==> config.mk <==
export PLATFORM = sky130hd
export DESIGN_NAME = bch_encoder
export DESIGN_NICKNAME = d
export VERILOG_FILES = /design/src/rtl/bch_encoder.sv
export SDC_FILE = /design/constraint.sdc
export NUM_CORES = 1
export LEC_CHECK = 0
export ABC_AREA = 1
export ABC_CLOCK_PERIOD_IN_PS = 2700
export CAP_MARGIN = 10
export CORE_ASPECT_RATIO = 1.75
export CORE_MARGIN = 2
export CORE_UTILIZATION = 45
export DETAILED_ROUTE_END_ITERATION = 6
export PLACE_DENSITY_LB_ADDON = 0.25
export SKIP_LAST_GASP = 1
export SYNTH_ARGS = -nofsm -noshare
export SYNTH_HDL_FRONTEND = slang
export SYNTH_SLANG_ARGS = --single-unit
==> constraint.sdc <==
create_clock -name clk -period 2.7 [get_ports clk]
set_input_delay 0.54 -clock clk [delete_from_list [all_inputs] [get_ports clk]]
set_output_delay 0.54 -clock clk [all_outputs]
set_load 0.05 [all_outputs]
==> src/rtl/bch_encoder.sv <==
// BCH(15,7) t=2 systematic encoder, g(x) = x^8+x^7+x^6+x^4+1.
// Divides the message by g(x) with an 8-bit LFSR, then shifts the codeword out serially.
module bch_encoder (
    input  logic        clk,
    input  logic        rst_n,
    input  logic        start,
    input  logic [6:0]  msg,
    output logic        busy,
    output logic [14:0] codeword,
    output logic        sout,
    output logic        sout_valid,
    output logic        done
);

    typedef enum logic [1:0] {
        IDLE = 2'd0,
        ENC  = 2'd1,
        SER  = 2'd2,
        FIN  = 2'd3
    } state_t;

    // Low-order taps of g(x): x^7 + x^6 + x^4 + 1 (x^8 term is implied by the shift-out).
    localparam logic [7:0] G_TAPS = 8'b1101_0001;

    state_t      state_r;
    logic [6:0]  msg_r;
    logic [7:0]  lfsr_r;
    logic [3:0]  cnt_r;
    logic [7:0]  lfsr_next_s;
    logic [14:0] cw_next_s;

    function automatic logic [7:0] lfsr_step(input logic [7:0] r, input logic din);
        logic fb;
        fb = din ^ r[7];
        return {r[6:0], 1'b0} ^ ({8{fb}} & G_TAPS);
    endfunction

    // Next remainder and the codeword that would be loaded if this were the last ENC cycle.
    always_comb begin
        lfsr_next_s = lfsr_step(lfsr_r, msg_r[cnt_r[2:0]]);
        cw_next_s   = 15'h0000;
        cw_next_s[6:0] = msg_r;
        for (int k = 0; k < 8; k++) begin
            cw_next_s[7 + k] = lfsr_next_s[7 - k];
        end
    end

    // Control FSM, parity LFSR, codeword register and registered outputs.
    always_ff @(posedge clk or negedge rst_n) begin
        if (!rst_n) begin
            state_r    <= IDLE;
            msg_r      <= 7'h00;
            lfsr_r     <= 8'h00;
            cnt_r      <= 4'd0;
            codeword   <= 15'h0000;
            busy       <= 1'b0;
            sout       <= 1'b0;
            sout_valid <= 1'b0;
            done       <= 1'b0;
        end else begin
            case (state_r)
                IDLE: begin
                    done       <= 1'b0;
                    sout       <= 1'b0;
                    sout_valid <= 1'b0;
                    if (start) begin
                        msg_r   <= msg;
                        lfsr_r  <= 8'h00;
                        cnt_r   <= 4'd0;
                        busy    <= 1'b1;
                        state_r <= ENC;
                    end else begin
                        busy    <= 1'b0;
                    end
                end
                ENC: begin
                    lfsr_r <= lfsr_next_s;
                    if (cnt_r == 4'd6) begin
                        codeword   <= cw_next_s;
                        sout       <= cw_next_s[0];
                        sout_valid <= 1'b1;
                        cnt_r      <= 4'd0;
                        state_r    <= SER;
                    end else begin
                        cnt_r      <= cnt_r + 4'd1;
                    end
                end
                SER: begin
                    if (cnt_r == 4'd14) begin
                        sout       <= 1'b0;
                        sout_valid <= 1'b0;
                        done       <= 1'b1;
                        cnt_r      <= 4'd0;
                        state_r    <= FIN;
                    end else begin
                        // sout already shows codeword[cnt_r]; present the next bit.
                        sout       <= codeword[cnt_r + 4'd1];
                        cnt_r      <= cnt_r + 4'd1;
                    end
                end
                FIN: begin
                    done    <= 1'b0;
                    busy    <= 1'b0;
                    state_r <= IDLE;
                end
                default: begin
                    state_r    <= IDLE;
                    busy       <= 1'b0;
                    sout       <= 1'b0;
                    sout_valid <= 1'b0;
                    done       <= 1'b0;
                    cnt_r      <= 4'd0;
                end
            endcase
        end
    end

endmodule

---- After elaboration in Yosys (flattened, before gate mapping) ----
Cells that the tools add are included.
Widths: inputs -> output; s select.
cells by class
  add/sub/neg operators ................... 1
  multipliers ............................. 0
  divide/modulo/power cells ............... 0
  order comparisons ....................... 2
  eq/ne operators ......................... 8
  shifts and indexed selects .............. 0
  muxes and demuxes ....................... 24
  bitwise operators ....................... 2
  reduce and logical (&&, ||, !) cells .... 14
operators with widths
  operator             number
  $pmux 8 s2           1
  $mux 4               3
  $pmux 4 s3           1
  $reduce_and 2->1     6
  $mux 1               8
  $mux 8               1
  $pmux 2 s4           1
  $xor 8x8->8          1
  $mux 2               3
  $ne 2x2->1 const B   3
  $pmux 1 s3           2
  $reduce_and 3->1     2
  $reduce_bool 2->1    3
  $lt 4x5->1 const B   1
  $add 4x1->4 const B  1
  $bmux 1 s4           1
  $eq 2x2->1 const B   2
  $eq 4x3->1 const B   1
  $eq 4x4->1 const B   1
  $lt 3x4->1 const B   1
  $pmux 1 s2           2
  $bmux 1 s3           1
  $reduce_bool 3->1    1
  $eq 2x1->1 const B   1
  3 further kinds      3
storage, ports and cells
  bits in registers ....................... 40
  latch bits .............................. 0
  bits in writable memories ............... 0
  memory bits (read-only) ................. 0
  input port bits ......................... 10
  output and inout port bits .............. 19
  word-level logic and storage cells ...... 60
  memories kept ........................... 0

---- Logic depth before layout (Yosys ltp) ----
Gate-level depths: netlist of the first run.
  word-level depth ........................ 5
  mapped depth ............................ 13
  mapped depth without buffers ............ 11

---- Least setup slack after synthesis of the first run ----
OpenSTA, ideal clock, no wires.
  kind .................................... register -> register
  start ................................... reg cnt_r[0]
  end ..................................... reg sout
  library setup time ...................... 0.118 ns
  data arrival time ....................... 1.494 ns
  setup slack ............................. 1.088 ns
  cell stages (with the launch flop) ...... 14
  path buffers ............................ 2
  clock period less this slack ............ 1.612 ns
  cell sequence ........................... dfrtp_1 -> buf_6 -> inv_6 -> buf_12 -> ha_1 -> inv_1 -> nand3_1 -> nand3_1 -> nand3_1 -> nand2_1 -> nand2_1 -> nand2_1 -> nand2_1 -> nand2_1
on the way
  word-level cells in the longest chain between the ends .. 5
  elaborated cells on any way between the ends .. 9
  those cells by class .................... add/sub: 1; eq/ne: 3; mux: 4; reduce/logical: 1
ends and longest elaborated chain
  element                       line  source
  start, declared               28    logic [3:0] cnt_r;
  start signal, assigned        85    cnt_r <= cnt_r + 4'd1;
  start signal, assigned        98    cnt_r <= cnt_r + 4'd1;
  $add 4x1->4                   97    sout <= codeword[cnt_r + 4'd1];
  $bmux 1 s4                    97
  $mux 1 (not written as such)  97
  $mux 1                        89    if (cnt_r == 4'd14) begin
  $pmux 1 s3                    61    case (state_r)
  end signal, assigned          80    sout <= cw_next_s[0];
  end signal, assigned          97
  end, declared                 10    output logic sout,
Parallel ways exist; a longest one is shown, timed or not. The select of a mux whose other input is x is not followed.
A chain may end at the register's enable or synchronous reset.

---- Final worst setup path of the first run ----
  start ................................... reg codeword[7]
  end ..................................... out codeword[7]
RTL lines
  element                 line  source
  start, declared         9     output logic [14:0] codeword,
  start signal, assigned  79    codeword <= cw_next_s;
No word-level cell between the ends.

==> metrics.md, run 1 <==
| Metric | Value |
|---|---|
| HPWL Detailed | 3459 um |
| Register area | between 1000 and 1500 sq um |
| Leading area contributor after synthesis | dfrtp_1 |
| Overall die area | 5273 sq um |
| Run status | complete, no violations |
| IR drop worst, VDD | 0.0005617 V |
| Final cycle utilization of the critical path | 0.7621 |
| Total negative slack | 0 ns |
| Layout cells sized above 1 | 0.07877 |
| Routing usage on met1 | 0.2174 |
| Crit path setup slack, layout | 0.6424 ns |
| Crit path capture type | output pin |
| Post-route cell area | 2497 sq um |
| Ratio of routed vias to standard cells | 5.017 |
| Mapped Avg Cell Area | slightly above 8 sq um |
| Biggest fanout along the worst timing path | 3 |
| H-tree depth | 2 |
| Cells taking the most area after synthesis | dfrtp_1 47%, nand2_1 15%, inv_1 7.5% |
| Number of global-route vias before repair | 1708 |
| Buffer count from post-CTS setup fixing | 0 |
| Global routing met3 resource utilization | 0.03425 |
| Post-layout nets | 307 |
| Max Buffers Root-to-Sink | 2 |
| Worst hold-check path type | primary input to async pin |
| Standard-cell rows | 33 |
| Leakage power of the design | 1.229 nW |
| Count of input and output buffers | 28 |
| Area grow syn2layout | 18.39% |
| Unrepaired setup endpoints after global routing | false |
| Number of nets with antenna violations after routing | 0 |
| Met2 track demand over resource in global routing | 0.3601 |
| Global-route total usage across every layer | 0.1980 |
| Longest individual stage delay on the worst path | 0.82 ns |
| Max-cap violation count | 0 |
| Pwr dens | 949.4 nW/um^2 |
| Die span in y | 94.58 um |
| Series of cell instances along the critical path | clkdlybuf4s50_1 |
| Buffers plus inverters on the worst setup path | 1 |
| Core region area | ~4600 sq um |
| Sequential fraction of the synthesis area | 0.4745 |
| Yosys Warn Count | 0 |
| Pre-CTS setup slack | 0.7667 ns |
| Setup crit start kind | register |
| Period minus WS final | 2.058 ns |
| Clk_skew | 0.009157 ns |
| Post-Layout Cell Count | between 300 and 400 |
| DRC | 0 |
| Worst path arrival time | 1.52 ns |
| Setup Crit Path Kind | register to output pin |
| Total nets after synthesis | 277 |
| GRT Residual Overflow | 0 |
| Crit path launch | codeword[7] |
| Clock insertion delay at the later pin of the skew report | 0.29 ns |
| Antenna diode instance count | 0 |
| Post-detailed-placement cell area | 2405 sq um |
| Area of the multi-input gates | a little under 900 sq um |
| Source of the worst register-to-register timing path | cnt_r[0] |
| Max frequency | 486.0 MHz |
| Number of DRC markers in iteration 0 | 39 |
| Initial Util | 0.4603 |
| Final weighted congestion in routability-driven placement | 0.9567 |
| Endpoints failing setup | 0 |
| Most used routing layer | met2 |
| Cell at the slowest stage of the critical path | clkdlybuf4s50_1 |
| Number of inserted filler cells in the final layout | 438 |
| Post-cts hold buffer count | 0 |
| IO Pins | 29 |
| WP data required | 2.16 ns |
| Total via count in the routed design | 1726 |
| TritonCTS clock tree | built |
| Slew at the pin with the worst max-slew slack | 0.8826 ns |
| Post-Synthesis Cells | between 200 and 300 |
| Number of pins with negative max-slew slack in the final report | 0 |
| Clock sink count | 40 |
| Final Hold Viols | 0 |
| Proportion of netlist area held by the largest area contributor | 0.4745 |
| Pin count of the biggest net entering global routing | 41 |
| Initial antenna violation count | 0 |
| Cell family with most CP delay | buffers and inverters |
| Number of search-and-repair iterations in the first detailed-routing pass | 4 |
| Number of buffers added by the clock tree synthesis step | 5 |
| First-pass GRT wire length | 7983 um |
| Horizontal die dimension | 55.76 um |
| Wire length per cell | 13.31 um |
| Mapped cell area | 2110 sq um |
| Detailed Route WL | 4580 um |
| Clock tree root driver cell | clkbuf_8 |
| #FFs+latches synth | 40 |
| Remaining max-slew budget at the tightest pin | 0.4116 |
| Distinct cell type count after synthesis | 22 |
| Cells after DPL | 336 |
| Resized cells post-CTS | 0 |
| Clock-pin slew on the worst setup and hold paths | 0.08 ns |
| Fin Hold WS | 0.3536 ns |
==> sequential cells by signal, indices dropped and copies added (netlist names) <==
| signal | count |
|---|---|
| sout | 1 |
| done | 1 |
| state_r | 2 |
| cnt_r | 4 |
| sout_valid | 1 |
| lfsr_r | 8 |
| codeword | 15 |
| busy | 1 |
| msg_r | 7 |
==> layer usage <==
| layer | part of all wire | vias up |
|---|---|---|
| li1 | - | 874 |
| met1 | 0.40 | 819 |
| met2 | 0.54 | 23 |
| met3 | 0.023 | 10 |
| met4 | 0.032 | 0 |
| met5 | 0 | - |
==> stage by stage <==
stage / power [mW] / utilization
after detailed placement: 1.975 / 0.5247
after global placement: 1.959 / 0.5247
after floorplan: 1.700 / -
after global routing: 2.594 / 0.5449
final: 2.371 / 0.5449
after CTS: 2.406 / 0.5449
==> worst paths after layout <==
path	to	slack [ns]	cells past startpoint
max in group asynchronous	codeword[9]	1.78	1
worst min register to register	sout	0.48	2
worst min-delay path	msg_r[6]	0.35	1
min in group clk	sout	0.48	2
worst max register to register	sout	0.80	11
worst max-delay path	codeword[7]	0.64	1
==> area by class of cell <==
type                    instances  area share
inverters                      43     0.06663
clock inverters                 2    0.004008
multi-input cells             171      0.3532
clock buffers                   6     0.03307
well taps                      52     0.02605
flip-flops and latches         40      0.4008
repair buffers                 30      0.1162
==> logic make-up after synthesis <==
| kind of cell | share of synthesized area |
|---|---|
| compound gates | 0.08066 |
| flops | 0.4745 |
| buf+inv | 0.1074 |
| fa+ha+maj | 0.03559 |
| xor+xnor | 0.01661 |
| simple gates | 0.2853 |
==> power breakdown <==
part	total, mW	switching (mW)	leakage (nW)	internal, mW
sequential	0.886	0.137	0.533	0.749
combinational	1.08	0.716	0.645	0.360
clock	0.410	0.206	0.0510	0.204
total	2.37	1.06	1.23	1.31
==> worst register-to-register path: cells and delay by family, from the launching register on <==
family | cells | cell delay [ns]
DFF | 1 | 0.53
adders and majority gates | 1 | 0.47
buffers and inverters | 2 | 0.23
and+or+nand+nor | 8 | 0.55
==> cell usage in the layout, fill, tap and decap left out, drive strengths merged <==
cell / n
clkbuf: 6
xnor2: 1
nand3: 34
inv: 43
nand2: 86
o22ai: 8
ha: 6
dfrtp: 40
buf: 3
xor2: 3
o21ai: 24
clkinv: 2
nor2: 9
clkdlybuf4s50: 27
==> Yosys cell counts <==
master    number
buf_12         1
buf_2          2
buf_4          2
buf_6          1
clkbuf_1       1
dfrtp_1       40
ha_1           6
inv_1         42
inv_6          1
nand2_1       82
nand2_2        2
nand2_4        2
nand3_1       28
nand3_2        3
nand3_4        3
nor2_1         8
nor2_2         1
o21ai_0       23
o21ai_1        1
o22ai_1        8
xnor2_1        1
xor2_1         3
No activity file was read; power rests on OpenSTA's default activity.
==> inputs of run 2 (changes only) <==
--- a/config.mk
+++ b/config.mk
@@ -6,7 +6,7 @@
 export NUM_CORES = 1
 export LEC_CHECK = 0
 export ABC_AREA = 1
-export ABC_CLOCK_PERIOD_IN_PS = 2700
+export ABC_CLOCK_PERIOD_IN_PS = 2060
 export CAP_MARGIN = 10
 export CORE_ASPECT_RATIO = 1.75
 export CORE_MARGIN = 2
==> constraint.sdc (replaced) <==
create_clock -name clk -period 2.06 [get_ports clk]
set_input_delay 0.412 -clock clk [delete_from_list [all_inputs] [get_ports clk]]
set_output_delay 0.412 -clock clk [all_outputs]
set_load 0.05 [all_outputs]
==> run 2 against run 1 <==
  * Design area is 2.8% higher
  * Total power is 41% higher
  * Critical path depth stayed put
  * Clock power is 82% higher
  * Core utilization is 1.5 points higher
==> metrics.md, run 2 (synthesized netlist as in run 1, its figures left out) <==
| Metric | Value |
|---|---|
| Initial Util | 0.4603 |
| Total negative slack | 0 ns |
| Post-detailed-placement cell area | 2437 sq um |
| Cell family with most CP delay | buffers and inverters |
| Largest registers | codeword: 15 flops, lfsr_r: 8 flops, msg_r: 7 flops |
| Crit path capture type | output pin |
| IR drop worst, VDD | 0.001066 V |
| Clock insertion delay at the later pin of the skew report | 0.29 ns |
| Final cycle utilization of the critical path | 0.9530 |
| Clock sink count | 40 |
| Unrepaired setup endpoints after global routing | false |
| Ratio of routed vias to standard cells | 4.994 |
| Standard-cell rows | 33 |
| Clk_skew | 0.01068 ns |
| Die span in y | 94.58 um |
| Part of the total power dissipated in sequential elements | 0.350 |
| Crit path setup slack, layout | ~0.097 ns |
| DRC | 0 |
| Slew at the pin with the worst max-slew slack | 0.6451 ns |
| Post-route cell area | 2566 sq um |
| Global-route total usage across every layer | 0.1908 |
| Max frequency | 509.4 MHz |
| Max Buffers Root-to-Sink | 2 |
| Commonest non-fill, non-tap cell in the layout | nand2_1 |
| Worst path arrival time | 1.55 ns |
| WP data required | 1.65 ns |
| TritonCTS clock tree | built |
| Combinational fraction of design power | 0.427 |
| Initial antenna violation count | 0 |
| Period minus WS final | 1.963 ns |
| Number of global-route vias before repair | 1676 |
| Final core occ | 0.5599 |
| Setup crit start kind | register |
| Post-cts hold buffer count | 0 |
| Detailed Route WL | 4614 um |
| Count of input and output buffers | 28 |
| Number of search-and-repair iterations in the first detailed-routing pass | 4 |
| Buffers plus inverters on the worst setup path | 1 |
| Biggest fanout along the worst timing path | 3 |
| Horizontal die dimension | 55.76 um |
| Cell at the slowest stage of the critical path | clkdlybuf4s50_1 |
| Run status | complete, no violations |
| Max-cap violation count | 0 |
| IO Pins | 29 |
| Remaining max-slew budget at the tightest pin | 0.5654 |
| Register with the most flip-flops | codeword |
| Number of pins with negative max-slew slack in the final report | 0 |
| GRT Residual Overflow | 0 |
| Overall die area | 5273 sq um |
| Core region area | 4583 sq um |
| H-tree depth | 2 |
| Total via count in the routed design | 1718 |
| Wire length per cell | 13.41 um |
| Worst hold-check path type | primary input to async pin |
| Clock-pin slew on the worst setup and hold paths | 0.08 ns |
| Final Hold Viols | 0 |
| Resized cells post-CTS | 0 |
| Post-layout nets | 308 |
| Leakage power of the design | 1.254 nW |
| Endpoints failing setup | 0 |
| Number of buffers added by the clock tree synthesis step | 5 |
| Pin count of the biggest net entering global routing | 27 |
| HPWL Detailed | roughly 3500 um |
| Internal Power | 1.934 mW |
| Switching share of power | 0.4212 |
| Clock tree root driver cell | clkbuf_8 |
| Pre-CTS setup slack | 0.2114 ns |
| Series of cell instances along the critical path | clkdlybuf4s50_1 |
| Layout cells sized above 1 | 0.07877 |
| Commonest cells after routing, fill and taps aside | 82 x nand2_1, 42 x inv_1, 40 x dfrtp_1 |
| Flip-flop count of the largest register after layout | 15 |
| Antenna diode instance count | 0 |
| First-pass GRT wire length | 7741 um |
| Number of inserted filler cells in the final layout | about 430 |
| Pwr dens | 1302 nW/um^2 |
| Longest individual stage delay on the worst path | approximately 0.83 ns |
| Area grow syn2layout | 21.65% |
| Clock network fraction of total power | 0.224 |
| Setup Crit Path Kind | register to output pin |
| Final weighted congestion in routability-driven placement | around 0.9 |
| Number of DRC markers in iteration 0 | between 40 and 50 |
| Number of nets with antenna violations after routing | 0 |
| Switching power total | 1.407 mW |
| Buffer count from post-CTS setup fixing | 0 |
## run 2: power by group through the flow
stage               logic [mW]  clock network [mW]  registers (mW)
CTS                       1.44               0.759            1.17
finish                    1.43               0.748            1.17
detailed placement        1.43                   0            1.18
global route              1.60               0.796            1.20
global placement          1.41                   0            1.18
floorplan                 1.01                   0            1.22
## run 2: path summary, 6_finish.rpt
check,slack (ns),end,cells past startpoint,start
max in group asynchronous,1.49,codeword[2],2,rst_n
worst max register to register,0.22,sout,11,cnt_r[0]
worst min-delay path,0.09,busy,1,rst_n
min in group clk,0.48,busy,2,busy
worst min register to register,0.48,busy,2,busy
worst max-delay path,0.1,codeword[7],1,codeword[7]
## run 2: metal layers
layer  up-vias  routed length [um]  global-route usage
met5         -                   0                   0
met1       797                1850              0.2136
li1        876                   -                   -
met4         0                 128             0.08333
met2        34                2495              0.3502
met3        11                 140             0.03288
## run 2: stage by stage
stage | hold slack (ns) | total power, mW | cells
floorplan | 0.1164 | 2.229 | 261
global placement | 0.4155 | 2.595 | 337
global route | 0.1182 | 3.596 | 344
finish | 0.09234 | 3.341 | 344
CTS | 0.1125 | 3.364 | 344
detailed placement | 0.4208 | 2.609 | 337
## run 2: layout make-up
| type | count | area, sq um | share of cell area |
|---|---|---|---|
| flip-flops and latches | 40 | 1001 | 0.3901 |
| clock inverters | 2 | 60.06 | 0.02340 |
| multi-input cells | 171 | 882.1 | 0.3437 |
| clock buffers | 5 | 68.82 | 0.02682 |
| well taps | 52 | 65.06 | 0.02535 |
| inverters | 43 | 166.4 | 0.06485 |
| repair buffers | 31 | 322.8 | 0.1258 |
## run 2: worst reg2reg max path: stages, from the launching register on
cell     delay [ns]
dfrtp_1        0.57
inv_6          0.12
ha_1           0.43
inv_1          0.11
nand3_1        0.08
nand3_1        0.09
nand3_1        0.10
nand2_1        0.08
nand2_1        0.06
nand2_1        0.04
nand2_1        0.05
nand2_1        0.04
==> inputs of run 3 (changes only) <==
--- a/config.mk
+++ b/config.mk
@@ -13,6 +13,7 @@
 export CORE_UTILIZATION = 45
 export DETAILED_ROUTE_END_ITERATION = 6
 export PLACE_DENSITY_LB_ADDON = 0.25
+export REMOVE_ABC_BUFFERS = 1
 export SKIP_LAST_GASP = 1
 export SYNTH_ARGS = -nofsm -noshare
 export SYNTH_HDL_FRONTEND = slang
==> run 3 against run 2 <==
  * Sequential cell count stayed put
  * Clock skew is 0.0053 ns lower
  * Sequential share of layout area is 0.27 points higher
  * First-iteration DRC count is 28% lower
  * Critical path depth stayed put
  * Clock-buffer cell count stayed put
  * Critical endpoint is now codeword[14]
  * Largest power group unchanged
  * Fmax is 0.66% lower
  * Combinational power is 3% lower
==> metrics.md, run 3 (synthesized netlist as in run 1, its figures left out) <==
| Metric | Value |
|---|---|
| Longest individual stage delay on the worst path | 0.83 ns |
| Final cycle utilization of the critical path | 0.9593 |
| Final Hold Viols | 0 |
| Overall die area | 5273 sq um |
| Pwr dens | 1291 nW/um^2 |
| Pin count of the biggest net entering global routing | 41 |
| Flip-flop count of the largest register after layout | 15 |
| Endpoints failing setup | 0 |
| Antenna diode instance count | 0 |
| Number of nets with antenna violations after routing | 0 |
| Horizontal die dimension | 55.76 um |
| Standard-cell rows | 33 |
| Setup Crit Path Kind | register to output pin |
| Clk_skew | 0.005389 ns |
| GRT Residual Overflow | 0 |
| Commonest cells after routing, fill and taps aside | 82 x nand2_1, 42 x inv_1, 40 x dfrtp_1 |
| Count of input and output buffers | 28 |
| Biggest fanout along the worst timing path | 3 |
| Leakage power of the design | approximately 1.3 nW |
| Series of cell instances along the critical path | clkdlybuf4s50_1 |
| Total via count in the routed design | between 1500 and 2000 |
| Remaining max-slew budget at the tightest pin | 0.5342 |
| IO Pins | 29 |
| H-tree depth | 2 |
| Routing usage on met1 | 0.1965 |
| Die span in y | 94.58 um |
| Number of buffers added by the clock tree synthesis step | 5 |
| Worst hold-check path type | primary input to async pin |
| Wire length per cell | 13.17 um |
| Final core occ | 0.5561 |
| WP data required | approximately 1.7 ns |
| Fin Hold WS | 0.1672 ns |
| Initial Util | 0.4603 |
| Buffer count from post-CTS setup fixing | 0 |
| Setup crit start kind | register |
| Total negative slack | 0 ns |
| Post-detailed-placement cell area | 2420 sq um |
| Slew at the pin with the worst max-slew slack | 0.6914 ns |
| Number of global-route vias before repair | 1761 |
| HPWL Detailed | around 3500 um |
| Register with the most flip-flops | codeword |
| IR drop worst, VDD | 0.0006811 V |
| Run status | complete, no violations |
| Max Buffers Root-to-Sink | 2 |
| Post-Layout Cell Count | 345 |
| Worst path arrival time | around 1.6 ns |
| Number of DRC markers in iteration 0 | 33 |
| Clock insertion delay at the later pin of the skew report | 0.29 ns |
| Largest registers | codeword: 15 flops, lfsr_r: 8 flops, msg_r: 7 flops |
| Pre-CTS setup slack | 0.2222 ns |
| Global-route total usage across every layer | 0.1918 |
| Area grow syn2layout | 20.82% |
| Max-cap violation count | 0 |
| Ratio of routed vias to standard cells | 5.012 |
| Number of search-and-repair iterations in the first detailed-routing pass | 6 |
| Number of pins with negative max-slew slack in the final report | 0 |
| Crit path capture type | output pin |
| Post-layout nets | 309 |
| Final weighted congestion in routability-driven placement | 0.8894 |
| Crit path setup slack, layout | between 0.08 and 0.09 ns |
| Post-cts hold buffer count | 0 |
| Max frequency | 506.0 MHz |
| First-pass GRT wire length | 7748 um |
| Most used routing layer | met2 |
| Core region area | 4583 sq um |
| Initial antenna violation count | 0 |
| Met2 track demand over resource in global routing | 0.3641 |
| Clock sink count | 40 |
| Cell family with most CP delay | buffers and inverters |
| Cells after DPL | 338 |
| Cell at the slowest stage of the critical path | clkdlybuf4s50_1 |
| Detailed Route WL | roughly 4500 um |
| Buffers plus inverters on the worst setup path | 1 |
| Layout cells sized above 1 | 0.08191 |
| Unrepaired setup endpoints after global routing | false |
| TritonCTS clock tree | built |
| Clock tree root driver cell | clkbuf_8 |
| Period minus WS final | between 1.5 and 2 ns |
| Commonest non-fill, non-tap cell in the layout | nand2_1 |
| Post-route cell area | 2549 sq um |
| Resized cells post-CTS | 0 |
| Power Total | 3.291 mW |
| DRC | 0 |
| Clock-pin slew on the worst setup and hold paths | 0.08 ns |
| Global routing met3 resource utilization | 0.03425 |
-- run 3: changes by cell type in the layout (fill, tap and decap cells not counted) --
cell | before | now
buf_4 | 1 | 4
buf_12 | 2 | 0
-- run 3: routing by layer --
metal | share of wire | wire, um | up-vias
met4 | 0.030 | 137 | 0
met1 | 0.39 | 1776 | 809
met3 | 0.027 | 121 | 11
li1 | - | - | 885
met2 | 0.55 | 2509 | 24
met5 | 0 | 0 | -
-- run 3: report_power, final --
group | internal (mW) | switching (mW)
clock | 0.477 | 0.272
sequential | 0.981 | 0.169
combinational | 0.473 | 0.920
total | 1.93 | 1.36
-- run 3: worst paths after layout --
| kind | startpoint | endpoint | slack (ns) | cells after the start |
|---|---|---|---|---|
| max | codeword[14] | codeword[14] | 0.08 | 1 |
| min | rst_n | msg_r[0] | 0.17 | 2 |
| max reg2reg | state_r[1] | lfsr_r[4] | 0.26 | 7 |
| min reg2reg | busy | busy | 0.48 | 2 |
| max in group asynchronous | rst_n | codeword[12] | 1.55 | 2 |
| min in group clk | busy | busy | 0.48 | 2 |
-- run 3: cell type report --
type / count / area (sq um)
multi-input combinational: 171 / 882.1
inverter: 43 / 166.4
clock buffer: 5 / 68.82
timing repair buffer: 32 / 305.3
sequential: 40 / 1001
clock inverter: 2 / 60.06
fill: 428 / 2034
tap: 52 / 65.06
